File: src/rtl/ex_issue_if.sv
// ============================================================================
// Module : ex_issue_if
// Brief  : Decode-side and ALU-side handshake/data bundle of the ID/EX stage.
//          The forwarding signals exist only when FWD_EN is defined.
// Rev    : 1.0 - initial release
// ============================================================================
`default_nettype none

interface ex_issue_if #(
   parameter int XLEN    = 32,
   parameter int REGADDR = 5
);
   logic               flush;
   logic               id_valid;
   logic               id_ready;
   logic [6:0]         id_opcode;
   logic [2:0]         id_funct3;
   logic               id_funct7b5;
   logic [XLEN-1:0]    id_rs1_data;
   logic [XLEN-1:0]    id_rs2_data;
   logic [XLEN-1:0]    id_imm;
   logic [XLEN-1:0]    id_pc;
   logic [REGADDR-1:0] id_rd;
`ifdef FWD_EN
   logic [REGADDR-1:0] id_rs1;
   logic [REGADDR-1:0] id_rs2;
   logic               fwd_valid;
   logic [REGADDR-1:0] fwd_rd;
   logic [XLEN-1:0]    fwd_data;
`endif
   logic               ex_valid;
   logic               ex_ready;
   logic [XLEN-1:0]    alu_in1;
   logic [XLEN-1:0]    alu_in2;
   logic [3:0]         alu_funsel;
   logic [REGADDR-1:0] ex_rd;
   logic               ex_is_branch;
   logic               ex_is_cmp;
   logic [2:0]         ex_funct3;
   logic [XLEN-1:0]    ex_rs2_data;
   logic               ex_illegal;

   modport master (
      output flush, id_valid, id_opcode, id_funct3, id_funct7b5, id_rs1_data,
             id_rs2_data, id_imm, id_pc, id_rd, ex_ready,
`ifdef FWD_EN
             id_rs1, id_rs2, fwd_valid, fwd_rd, fwd_data,
`endif
      input  id_ready, ex_valid, alu_in1, alu_in2, alu_funsel, ex_rd,
             ex_is_branch, ex_is_cmp, ex_funct3, ex_rs2_data, ex_illegal
   );

   modport slave (
      input  flush, id_valid, id_opcode, id_funct3, id_funct7b5, id_rs1_data,
             id_rs2_data, id_imm, id_pc, id_rd, ex_ready,
`ifdef FWD_EN
             id_rs1, id_rs2, fwd_valid, fwd_rd, fwd_data,
`endif
      output id_ready, ex_valid, alu_in1, alu_in2, alu_funsel, ex_rd,
             ex_is_branch, ex_is_cmp, ex_funct3, ex_rs2_data, ex_illegal
   );
endinterface

`default_nettype wire

File: src/rtl/ex_issue_stage.sv
// ============================================================================
// Module : ex_issue_stage
// Brief  : ID/EX register in front of myALU: operand select, funsel decode,
//          valid/ready flow control and flush. Optional macro FWD_EN adds
//          a single-source operand forwarding path.
// Rev    : 1.0 - initial release
// ============================================================================
`default_nettype none

module ex_issue_stage #(
   parameter int XLEN    = 32,
   parameter int REGADDR = 5
) (
   input  logic       clk,
   input  logic       rst,
   ex_issue_if.slave  bus
);
   localparam logic [6:0] c_OP     = 7'b0110011;
   localparam logic [6:0] c_OP_IMM = 7'b0010011;
   localparam logic [6:0] c_BRANCH = 7'b1100011;
   localparam logic [6:0] c_LOAD   = 7'b0000011;
   localparam logic [6:0] c_STORE  = 7'b0100011;
   localparam logic [6:0] c_LUI    = 7'b0110111;
   localparam logic [6:0] c_AUIPC  = 7'b0010111;
   localparam logic [6:0] c_JAL    = 7'b1101111;
   localparam logic [6:0] c_JALR   = 7'b1100111;

   localparam logic [3:0] c_FN_AND  = 4'b0000;
   localparam logic [3:0] c_FN_OR   = 4'b0001;
   localparam logic [3:0] c_FN_ADD  = 4'b0010;
   localparam logic [3:0] c_FN_SUB  = 4'b0110;
   localparam logic [3:0] c_FN_SCMP = 4'b0111;
   localparam logic [3:0] c_FN_UCMP = 4'b1000;
   localparam logic [3:0] c_FN_SLL  = 4'b1001;
   localparam logic [3:0] c_FN_SRL  = 4'b1011;
   localparam logic [3:0] c_FN_XOR  = 4'b1100;

   localparam logic [XLEN-1:0] c_LINK_OFS = XLEN'(4);

   logic [XLEN-1:0]    w_rs1;
   logic [XLEN-1:0]    w_rs2;
   logic [XLEN-1:0]    w_in1;
   logic [XLEN-1:0]    w_in2;
   logic [3:0]         w_fun;
   logic [REGADDR-1:0] w_rd;
   logic               w_br;
   logic               w_cmp;
   logic               w_ill;
   logic               w_load;

`ifdef FWD_EN
   // x0 is never forwarded: its architectural value is always zero.
   assign w_rs1 = (bus.fwd_valid && (bus.fwd_rd != '0) && (bus.fwd_rd == bus.id_rs1))
                  ? bus.fwd_data : bus.id_rs1_data;
   assign w_rs2 = (bus.fwd_valid && (bus.fwd_rd != '0) && (bus.fwd_rd == bus.id_rs2))
                  ? bus.fwd_data : bus.id_rs2_data;
`else
   assign w_rs1 = bus.id_rs1_data;
   assign w_rs2 = bus.id_rs2_data;
`endif

   assign bus.id_ready = !bus.ex_valid || bus.ex_ready;
   assign w_load       = bus.id_valid && bus.id_ready;

   always_comb begin
      w_in1 = w_rs1;
      w_in2 = w_rs2;
      w_fun = c_FN_ADD;
      w_rd  = bus.id_rd;
      w_br  = 1'b0;
      w_cmp = 1'b0;
      w_ill = 1'b0;
      case (bus.id_opcode)
         c_OP, c_OP_IMM: begin
            if (bus.id_opcode == c_OP_IMM) w_in2 = bus.id_imm;
            case (bus.id_funct3)
               3'b000: w_fun = (bus.id_opcode == c_OP && bus.id_funct7b5) ? c_FN_SUB : c_FN_ADD;
               3'b001: w_fun = c_FN_SLL;
               3'b010: begin w_fun = c_FN_SCMP; w_cmp = 1'b1; end
               3'b011: begin w_fun = c_FN_UCMP; w_cmp = 1'b1; end
               3'b100: w_fun = c_FN_XOR;
               // No arithmetic right shift in the ALU, so SRA/SRAI trap as illegal.
               3'b101: begin
                  if (bus.id_funct7b5) begin
                     w_fun = c_FN_AND;
                     w_ill = 1'b1;
                  end else begin
                     w_fun = c_FN_SRL;
                  end
               end
               3'b110: w_fun = c_FN_OR;
               default: w_fun = c_FN_AND;
            endcase
         end
         c_BRANCH: begin
            w_fun = (bus.id_funct3[2:1] == 2'b11) ? c_FN_UCMP : c_FN_SCMP;
            w_br  = 1'b1;
            w_rd  = '0;
         end
         c_LOAD:  w_in2 = bus.id_imm;
         c_STORE: begin w_in2 = bus.id_imm; w_rd = '0; end
         c_LUI:   begin w_in1 = '0; w_in2 = bus.id_imm; end
         c_AUIPC: begin w_in1 = bus.id_pc; w_in2 = bus.id_imm; end
         c_JAL, c_JALR: begin w_in1 = bus.id_pc; w_in2 = c_LINK_OFS; end
         default: begin
            w_in1 = '0;
            w_in2 = '0;
            w_fun = c_FN_AND;
            w_rd  = '0;
            w_ill = 1'b1;
         end
      endcase
   end

   always_ff @(posedge clk) begin
      if (rst || bus.flush) begin
         bus.ex_valid     <= 1'b0;
         bus.alu_in1      <= '0;
         bus.alu_in2      <= '0;
         bus.alu_funsel   <= '0;
         bus.ex_rd        <= '0;
         bus.ex_is_branch <= 1'b0;
         bus.ex_is_cmp    <= 1'b0;
         bus.ex_funct3    <= '0;
         bus.ex_rs2_data  <= '0;
         bus.ex_illegal   <= 1'b0;
      end else if (w_load) begin
         bus.ex_valid     <= 1'b1;
         bus.alu_in1      <= w_in1;
         bus.alu_in2      <= w_in2;
         bus.alu_funsel   <= w_fun;
         bus.ex_rd        <= w_rd;
         bus.ex_is_branch <= w_br;
         bus.ex_is_cmp    <= w_cmp;
         bus.ex_funct3    <= bus.id_funct3;
         bus.ex_rs2_data  <= w_rs2;
         bus.ex_illegal   <= w_ill;
      end else if (bus.ex_ready) begin
         bus.ex_valid     <= 1'b0;
      end
   end
endmodule

`default_nettype wire

File: src/flat_wrapper.sv
// flat-port wrapper written by rule: the top's interface ports become plain ports
module ex_issue_stage_flat 
#(
   parameter int XLEN    = 32,
   parameter int REGADDR = 5
)
  (clk, rst, bus_flush, bus_id_valid, bus_id_opcode, bus_id_funct3, bus_id_funct7b5, bus_id_rs1_data, bus_id_rs2_data, bus_id_imm, bus_id_pc, bus_id_rd, bus_ex_ready, bus_id_ready, bus_ex_valid, bus_alu_in1, bus_alu_in2, bus_alu_funsel, bus_ex_rd, bus_ex_is_branch, bus_ex_is_cmp, bus_ex_funct3, bus_ex_rs2_data, bus_ex_illegal);
  ex_issue_if #(.XLEN(XLEN), .REGADDR(REGADDR)) bus_i ();
  input  logic clk;
  input  logic rst;
  input wire logic [$bits(bus_i.flush)-1:0] bus_flush;
  input wire logic [$bits(bus_i.id_valid)-1:0] bus_id_valid;
  input wire logic [$bits(bus_i.id_opcode)-1:0] bus_id_opcode;
  input wire logic [$bits(bus_i.id_funct3)-1:0] bus_id_funct3;
  input wire logic [$bits(bus_i.id_funct7b5)-1:0] bus_id_funct7b5;
  input wire logic [$bits(bus_i.id_rs1_data)-1:0] bus_id_rs1_data;
  input wire logic [$bits(bus_i.id_rs2_data)-1:0] bus_id_rs2_data;
  input wire logic [$bits(bus_i.id_imm)-1:0] bus_id_imm;
  input wire logic [$bits(bus_i.id_pc)-1:0] bus_id_pc;
  input wire logic [$bits(bus_i.id_rd)-1:0] bus_id_rd;
  input wire logic [$bits(bus_i.ex_ready)-1:0] bus_ex_ready;
  output wire logic [$bits(bus_i.id_ready)-1:0] bus_id_ready;
  output wire logic [$bits(bus_i.ex_valid)-1:0] bus_ex_valid;
  output wire logic [$bits(bus_i.alu_in1)-1:0] bus_alu_in1;
  output wire logic [$bits(bus_i.alu_in2)-1:0] bus_alu_in2;
  output wire logic [$bits(bus_i.alu_funsel)-1:0] bus_alu_funsel;
  output wire logic [$bits(bus_i.ex_rd)-1:0] bus_ex_rd;
  output wire logic [$bits(bus_i.ex_is_branch)-1:0] bus_ex_is_branch;
  output wire logic [$bits(bus_i.ex_is_cmp)-1:0] bus_ex_is_cmp;
  output wire logic [$bits(bus_i.ex_funct3)-1:0] bus_ex_funct3;
  output wire logic [$bits(bus_i.ex_rs2_data)-1:0] bus_ex_rs2_data;
  output wire logic [$bits(bus_i.ex_illegal)-1:0] bus_ex_illegal;
  assign bus_i.flush = bus_flush;
  assign bus_i.id_valid = bus_id_valid;
  assign bus_i.id_opcode = bus_id_opcode;
  assign bus_i.id_funct3 = bus_id_funct3;
  assign bus_i.id_funct7b5 = bus_id_funct7b5;
  assign bus_i.id_rs1_data = bus_id_rs1_data;
  assign bus_i.id_rs2_data = bus_id_rs2_data;
  assign bus_i.id_imm = bus_id_imm;
  assign bus_i.id_pc = bus_id_pc;
  assign bus_i.id_rd = bus_id_rd;
  assign bus_i.ex_ready = bus_ex_ready;
  assign bus_id_ready = bus_i.id_ready;
  assign bus_ex_valid = bus_i.ex_valid;
  assign bus_alu_in1 = bus_i.alu_in1;
  assign bus_alu_in2 = bus_i.alu_in2;
  assign bus_alu_funsel = bus_i.alu_funsel;
  assign bus_ex_rd = bus_i.ex_rd;
  assign bus_ex_is_branch = bus_i.ex_is_branch;
  assign bus_ex_is_cmp = bus_i.ex_is_cmp;
  assign bus_ex_funct3 = bus_i.ex_funct3;
  assign bus_ex_rs2_data = bus_i.ex_rs2_data;
  assign bus_ex_illegal = bus_i.ex_illegal;
  ex_issue_stage #(.XLEN(XLEN), .REGADDR(REGADDR)) u_core (.clk(clk), .rst(rst), .bus(bus_i));
endmodule
File: config.mk
export PLATFORM = sky130hd
export DESIGN_NAME = ex_issue_stage_flat
export DESIGN_NICKNAME = d
export VERILOG_FILES = /design/src/rtl/ex_issue_if.sv /design/src/rtl/ex_issue_stage.sv /design/src/flat_wrapper.sv
export SDC_FILE = /design/constraint.sdc
export NUM_CORES = 1
export LEC_CHECK = 0
export CAP_MARGIN = 5
export CORE_ASPECT_RATIO = 2
export CORE_MARGIN = 2
export CORE_UTILIZATION = 40
export CTS_CLUSTER_SIZE = 40
export DETAILED_ROUTE_END_ITERATION = 8
export PLACE_DENSITY_LB_ADDON = 0.08
export SKIP_CTS_REPAIR_TIMING = 1
export SLEW_MARGIN = 20
export SYNTH_ARGS = -nofsm -noshare
export SYNTH_HDL_FRONTEND = slang
export SYNTH_SLANG_ARGS = --single-unit
File: constraint.sdc
create_clock -name clk -period 1.8 [get_ports clk]
set_input_delay 0.36 -clock clk [delete_from_list [all_inputs] [get_ports clk]]
set_output_delay 0.36 -clock clk [all_outputs]
set_load 0.02 [all_outputs]
==> results.toml, run 1 <==
[finish]
multiInputGateArea_sq_um = 2460
area_growth_pct = 72.1
nNetsFinal = 1028
drive_above_1_share_pct = 13.0
fillCellCount = 995
mostFrequentLayoutCell = "clkdlybuf4s50_1"
n_antenna_cell = 0
seq_area_sq_um = 2240
mostFrequentLayoutCells = "257 x clkdlybuf4s50_1, 129 x nand2_1, 112 x dfxtp_1, 109 x a21oi_1, 64 x o21ai_0"
stdcell_area_sq_um = 8520
fin_util_pct = 70.3

[logic_synthesis]
synthDistinctLibCells = 48
syn_nets = 746
synthArstFlopShare_pct = 0
synth-edff-count = 0
synthFlopType = "dfxtp_1"
avgSynthCellArea_sq_um = 8.29
syn-instance-count = 597
synth-seq-cells = 112
yosys_warnings = 0
ys_seq_area_share_pct = 45.3
synth_area_sq_um = 4950

[sta]
timing.slew.headroom_pct = 76.7
finalCritPeriodShare_pct = 98.2
fmax_mhz = 566
layout_setup_ws_ns = 0.0327
fin_crit_ns = 1.77
slew_violations = 0
fin_tns_setup_ns = 0
hold_viol_final = 0
setup_viol = 0
rsz0062_at_grt = "true"
worst_slew_pin_slew_ns = 0.350
finClkSkew_ns = 0.00718

[route]
ant_nets = 0
initialDrtViolationCount = 401
viasPerCell = 5.64
num_vias = 5813
drc_errors = 0
wire_per_inst_um = 18.3
drt_wl_total_mm = 18.9
dr.pass1.iters = 5

[global_route]
met3_usage_pct = 5.47
overflow = 0
grtUsageMet1_pct = 27.0
antenna_found_initial = 0
grt_use_total_pct = 26.7
grt_pass1_vias = 5777
grt_pass1_wl_mm = 27.7
grt-busiest-layer = "met2"
grt_use_met2_pct = 49.7
grt_max_degree = 64

[worst_setup_path]
crit_fanout = 5
crit_arrival_ns = 2.02
cp_data_required_time_ns = 2.06
reg2reg_depth = 6
critPathCaptureType = "register"
startpoint_type = "primary input"
critical_path_class = "primary input to register"

[floorplanning]
io_pins = 262
die_x_um = 82.7
rows = 57
dieArea_sq_um = 13300
fp.dieH_um = 161
core_sq_um = 12100
start_util_pct = 40.8

[placement]
gp_congestion = 0.906
pre_cts_ws_ns = -0.369
placed_cell_area_sq_um = 8070
numPortBuffers = 261
hpwlAfterDp_mm = 13.7

[run]
drv_cap = 0

[hold_path]
whs_path_depth = 2
min_path_type = "register to register"

[clock_tree]
numCtsBuffers = 9
ctsHtreeMaxLevel = 3
cts_root_buf = "clkbuf_16"
clk_latency_ns = 0.35
clk_pin_slew_ns = 0.08
cts_tree = "done"
cts_num_sinks = 112
clockBufferDepth = 2

[power]
p_total_w = 0.00570
ir_drop_v = 0.000486
p_leak_nw = 2.89
powerDensity_nw_per_um2 = 670

[run_status]
status = "complete, no violations"
## power by group
group | leakage, nW | internal [W] | switching [W]
logic | 1.82 | 0.000550 | 0.000451
registers | 0.908 | 0.00253 | 0.0000263
clock network | 0.160 | 0.00118 | 0.000964
## registers in the layout (all words and copies together), names as in the netlist
name / count
u_core.bus.ex_rs2_data: 32
u_core.bus.ex_valid: 1
u_core.bus.alu_in2: 32
u_core.bus.ex_is_cmp: 1
u_core.bus.ex_illegal: 1
u_core.bus.alu_in1: 32
u_core.bus.ex_funct3: 3
u_core.bus.ex_is_branch: 1
u_core.bus.alu_funsel: 4
u_core.bus.ex_rd: 5
## Yosys cell counts, types with 2 or more instances
cell type	n	area [sq um]
a211oi_1	18	135
a21oi_1	109	546
a221oi_1	3	26.3
a221oi_2	13	195
a222oi_1	17	170
a31oi_1	2	12.5
a32oi_1	14	123
and2_1	2	12.5
buf_2	7	35.0
buf_4	6	45.0
buf_6	3	33.8
clkbuf_1	42	158
dfxtp_1	112	2240
inv_1	3	11.3
nand2_1	130	488
nand2b_1	3	18.8
nand3_1	5	25.0
nand3b_1	3	22.5
nor2_1	5	18.8
nor3_1	2	10.0
o211ai_1	5	37.5
o21ai_0	64	320
o21ai_1	3	15.0
or2_2	2	12.5
## metrics by stage
stage                     hold WS [ns]  cells
after detailed placement         0.446   1008
after global placement           0.439   1008
after floorplan                  0.489    597
after CTS                        0.458   1024
after global routing             0.473   1031
final                            0.455   1031
## area by class of cell
class | count | share of cell area [%]
tap | 147 | 2.16
inverter | 3 | 0.132
timing repair buffer | 329 | 38.7
multi-input combinational | 424 | 28.9
clock buffer | 11 | 2.97
clock inverter | 5 | 0.822
sequential | 112 | 26.3
## layer usage
metal | routed length, um | share of wire [%]
met1 | 6380 | 34
met2 | 10300 | 55
met3 | 1430 | 7.6
met4 | 738 | 3.9
met5 | 0 | 0
## kinds of logic after synthesis
| group | after synthesis | synth area share, % |
|---|---|---|
| AOI/OAI and AO/OA | 259 | 34.4 |
| and+or+nand+nor | 163 | 14.4 |
| DFF | 112 | 45.3 |
| buffers and inverters | 62 | 5.79 |
| xor gates and xnor gates | 1 | 0.177 |
## path summary, 6_finish.rpt
path	startpoint	to	slack [ns]
max	bus_id_opcode[2]	u_core.bus.alu_in2[30]	0.03
min reg2reg	u_core.bus.ex_is_cmp	u_core.bus.ex_is_cmp	0.46
max reg2reg	u_core.bus.ex_valid	u_core.bus.alu_funsel[3]	0.32
min	u_core.bus.ex_is_cmp	u_core.bus.ex_is_cmp	0.46
## critical path: stages
cell and delay [ns]:
clkdlybuf4s50_1 0.45, nand4bb_1 0.22, buf_4 0.18, a21oi_4 0.22, o21ai_2 0.17, buf_4 0.16, a221oi_1 0.26
(Power assumes the default switching activity.)
==> run 2: changes to the inputs <==
--- a/config.mk
+++ b/config.mk
@@ -7,2 +7,3 @@
 export LEC_CHECK = 0
+export ABC_AREA = 1
 export CAP_MARGIN = 5
==> constraint.sdc (replaced) <==
create_clock -name clk -period 1.8 [get_ports clk]
set_input_delay 0.18 -clock clk [delete_from_list [all_inputs] [get_ports clk]]
set_output_delay 0.18 -clock clk [all_outputs]
set_load 0.02 [all_outputs]
==> run 2 against run 1 <==
Count of clock-buffer cells in the layout is the same. Utilization shrank 3.9 points. Critical path type is now primary input to output port. Worst hold slack lost 0.058 ns. Sequential power is essentially flat. Sequential share of layout area grew 1.6 points.
==> results.toml, run 2 <==
[sta]
slew_violations = 0
fmax_mhz = 643
timing.slew.headroom_pct = 73.4
layout_setup_ws_ns = 0.244
worst_slew_pin_slew_ns = 0.399
fin_crit_ns = 1.56
setup_viol = 0
finalCritPeriodShare_pct = 86.4
hold_viol_final = 0
finClkSkew_ns = 0.00747
rsz0062_at_grt = "false"

[route]
viasPerCell = 4.90
drt_wl_total_mm = 16.1
dr.pass1.iters = 6
wire_per_inst_um = 14.5
drc_errors = 0
initialDrtViolationCount = 193
num_vias = 5458
ant_nets = 0

[power]
power_frac_comb_pct = 17.6
powerDensity_nw_per_um2 = 676
pwr-share-clk_pct = 35.0
p_total_w = 0.00544
p_int_w = 0.00405
ir_drop_v = 0.000498
seq_power_share_pct = 47.4
p_leak_nw = 3.31
p_sw_share_pct = 25.6
switching_power_w = 0.00139

[clock_tree]
cts_num_sinks = 112
clockBufferDepth = 2
cts_tree = "done"
clk_latency_ns = 0.34
cts_root_buf = "clkbuf_16"
ctsHtreeMaxLevel = 3
clk_pin_slew_ns = 0.07
numCtsBuffers = 9

[logic_synthesis]
yosys_warnings = 0
synth-edff-count = 0
synth-seq-cells = 112
yosysTopAreaCellShare_pct = 45.3
synth_area_sq_um = 4950
synthDistinctLibCells = 25
yosys.cell_count.top_type = "nand2_1"
avgSynthCellArea_sq_um = 6.92
synth_top_cell_by_area = "dfxtp_1"
yosys-top-cells-area = "dfxtp_1 45%, nand2_1 19%, nor2_1 6.0%"
synthArstFlopShare_pct = 0
ys_seq_area_share_pct = 45.3
yosys-top-cells-count = "246 x nand2_1, 112 x dfxtp_1, 79 x nor2_1, 48 x o21ai_0, 47 x a21oi_1"
syn-instance-count = 715
syn_nets = 864
synthFlopType = "dfxtp_1"

[floorplanning]
dieArea_sq_um = 13300
die_x_um = 82.7
start_util_pct = 40.8
fp.dieH_um = 161
rows = 57
core_sq_um = 12100
io_pins = 262

[worst_setup_path]
crit_arrival_ns = 1.38
rr_startpoint = "u_core.bus.ex_valid"
reg2reg_depth = 7
startpoint_type = "primary input"
critPathCaptureType = "output port"
cp_data_required_time_ns = 1.62
crit_fanout = 3
reg2reg_slack_ns = 0.45
critical_path_class = "primary input to output port"
reg2reg_to = "u_core.bus.alu_in1[1]"

[placement]
hpwlAfterDp_mm = 12.2
gp_congestion = 0.860
pre_cts_ws_ns = -0.0568
numPortBuffers = 261

[hold_path]
whs_endpoint = "u_core.bus.ex_rd[4]"
min_from = "bus_id_rd[4]"
min_path_type = "primary input to register"
whs_path_depth = 3

[finish]
fillCellCount = 1113
drive_above_1_share_pct = 5.69
nNetsFinal = 1110
mostFrequentLayoutCell = "clkdlybuf4s50_1"
fin_util_pct = 66.3
reg_top3 = "u_core.bus.alu_in1: 32 flops, u_core.bus.alu_in2: 32 flops, u_core.bus.ex_rs2_data: 32 flops"
area_growth_pct = 62.4
mostFrequentLayoutCells = "261 x clkdlybuf4s50_1, 246 x nand2_1, 112 x dfxtp_1, 78 x nor2_1, 48 x o21ai_0"

[run]
drv_cap = 0

[global_route]
grt_pass1_wl_mm = 25.3
grt_use_total_pct = 24.1
overflow = 0
antenna_found_initial = 1
grt_max_degree = 54
grt_pass1_vias = 5434

[run_status]
status = "complete, no violations"
## run 2: area by class of cell
cell class | instances | area [sq um] | share of cell area (%)
well taps | 147 | 184 | 2.29
inverters | 47 | 179 | 2.22
clock buffers | 11 | 243 | 3.02
clock inverters | 5 | 41.3 | 0.513
diodes | 1 | 2.50 | 0.0311
multi-input cells | 510 | 2300 | 28.6
flip-flops and latches | 112 | 2240 | 27.9
repair buffers | 281 | 2850 | 35.4
## run 2: worst max-delay path by stage
stage	startpoint	endpoint
floorplan	u_core.bus.ex_valid	u_core.bus.alu_in1[22]
global placement	bus_id_opcode[4]	u_core.bus.alu_in2[22]
detailed placement	bus_id_opcode[4]	u_core.bus.alu_in2[13]
CTS	u_core.bus.ex_valid	bus_id_ready
global route	bus_ex_ready	bus_id_ready
finish	bus_ex_ready	bus_id_ready
## run 2: layer usage
metal / wire length, um / up-vias / global-route usage (%)
met1: 5790 / 2458 / 24.1
met3: 1170 / 33 / 6.15
met2: 8640 / 191 / 44.5
met4: 541 / 0 / 10.7
li1: - / 2776 / -
met5: 0 / - / 0
## run 2: power groups by stage
| stage | Clock [W] | Sequential [W] | Combinational (W) |
|---|---|---|---|
| after global routing | 0.00205 | 0.00259 | 0.00104 |
| after detailed placement | 0 | 0.00264 | 0.000958 |
| after CTS | 0.00196 | 0.00258 | 0.000962 |
| after global placement | 0 | 0.00264 | 0.000946 |
| final | 0.00190 | 0.00258 | 0.000956 |
| after floorplan | 0 | 0.00272 | 0.000288 |
## run 2: stage by stage
stage | setup TNS, ns | std cells | hold slack (ns) | cell area [sq um]
after floorplan | 0 | 715 | 0.321 | 4950
after global placement | 0 | 1097 | 0.453 | 7760
after detailed placement | -0.118 | 1097 | 0.458 | 7760
after CTS | 0 | 1113 | 0.386 | 8040
after global routing | 0 | 1114 | 0.411 | 8040
final | 0 | 1114 | 0.397 | 8040
## run 2: critical path, stage by stage
cell and delay [ns]:
clkdlybuf4s50_1 0.45, inv_1 0.04, nand2_1 0.09, clkdlybuf4s50_1 0.61
## run 2: logic make-up (layout without fill, tap and decap cells)
kind of cell | after synthesis | in the layout | synth area share (%)
compound gates | 132 | 132 | 15.4
buf+inv | 93 | 344 | 8.39
flops | 112 | 112 | 45.3
other cells | 0 | 1 | 0
simple gates | 378 | 378 | 30.9
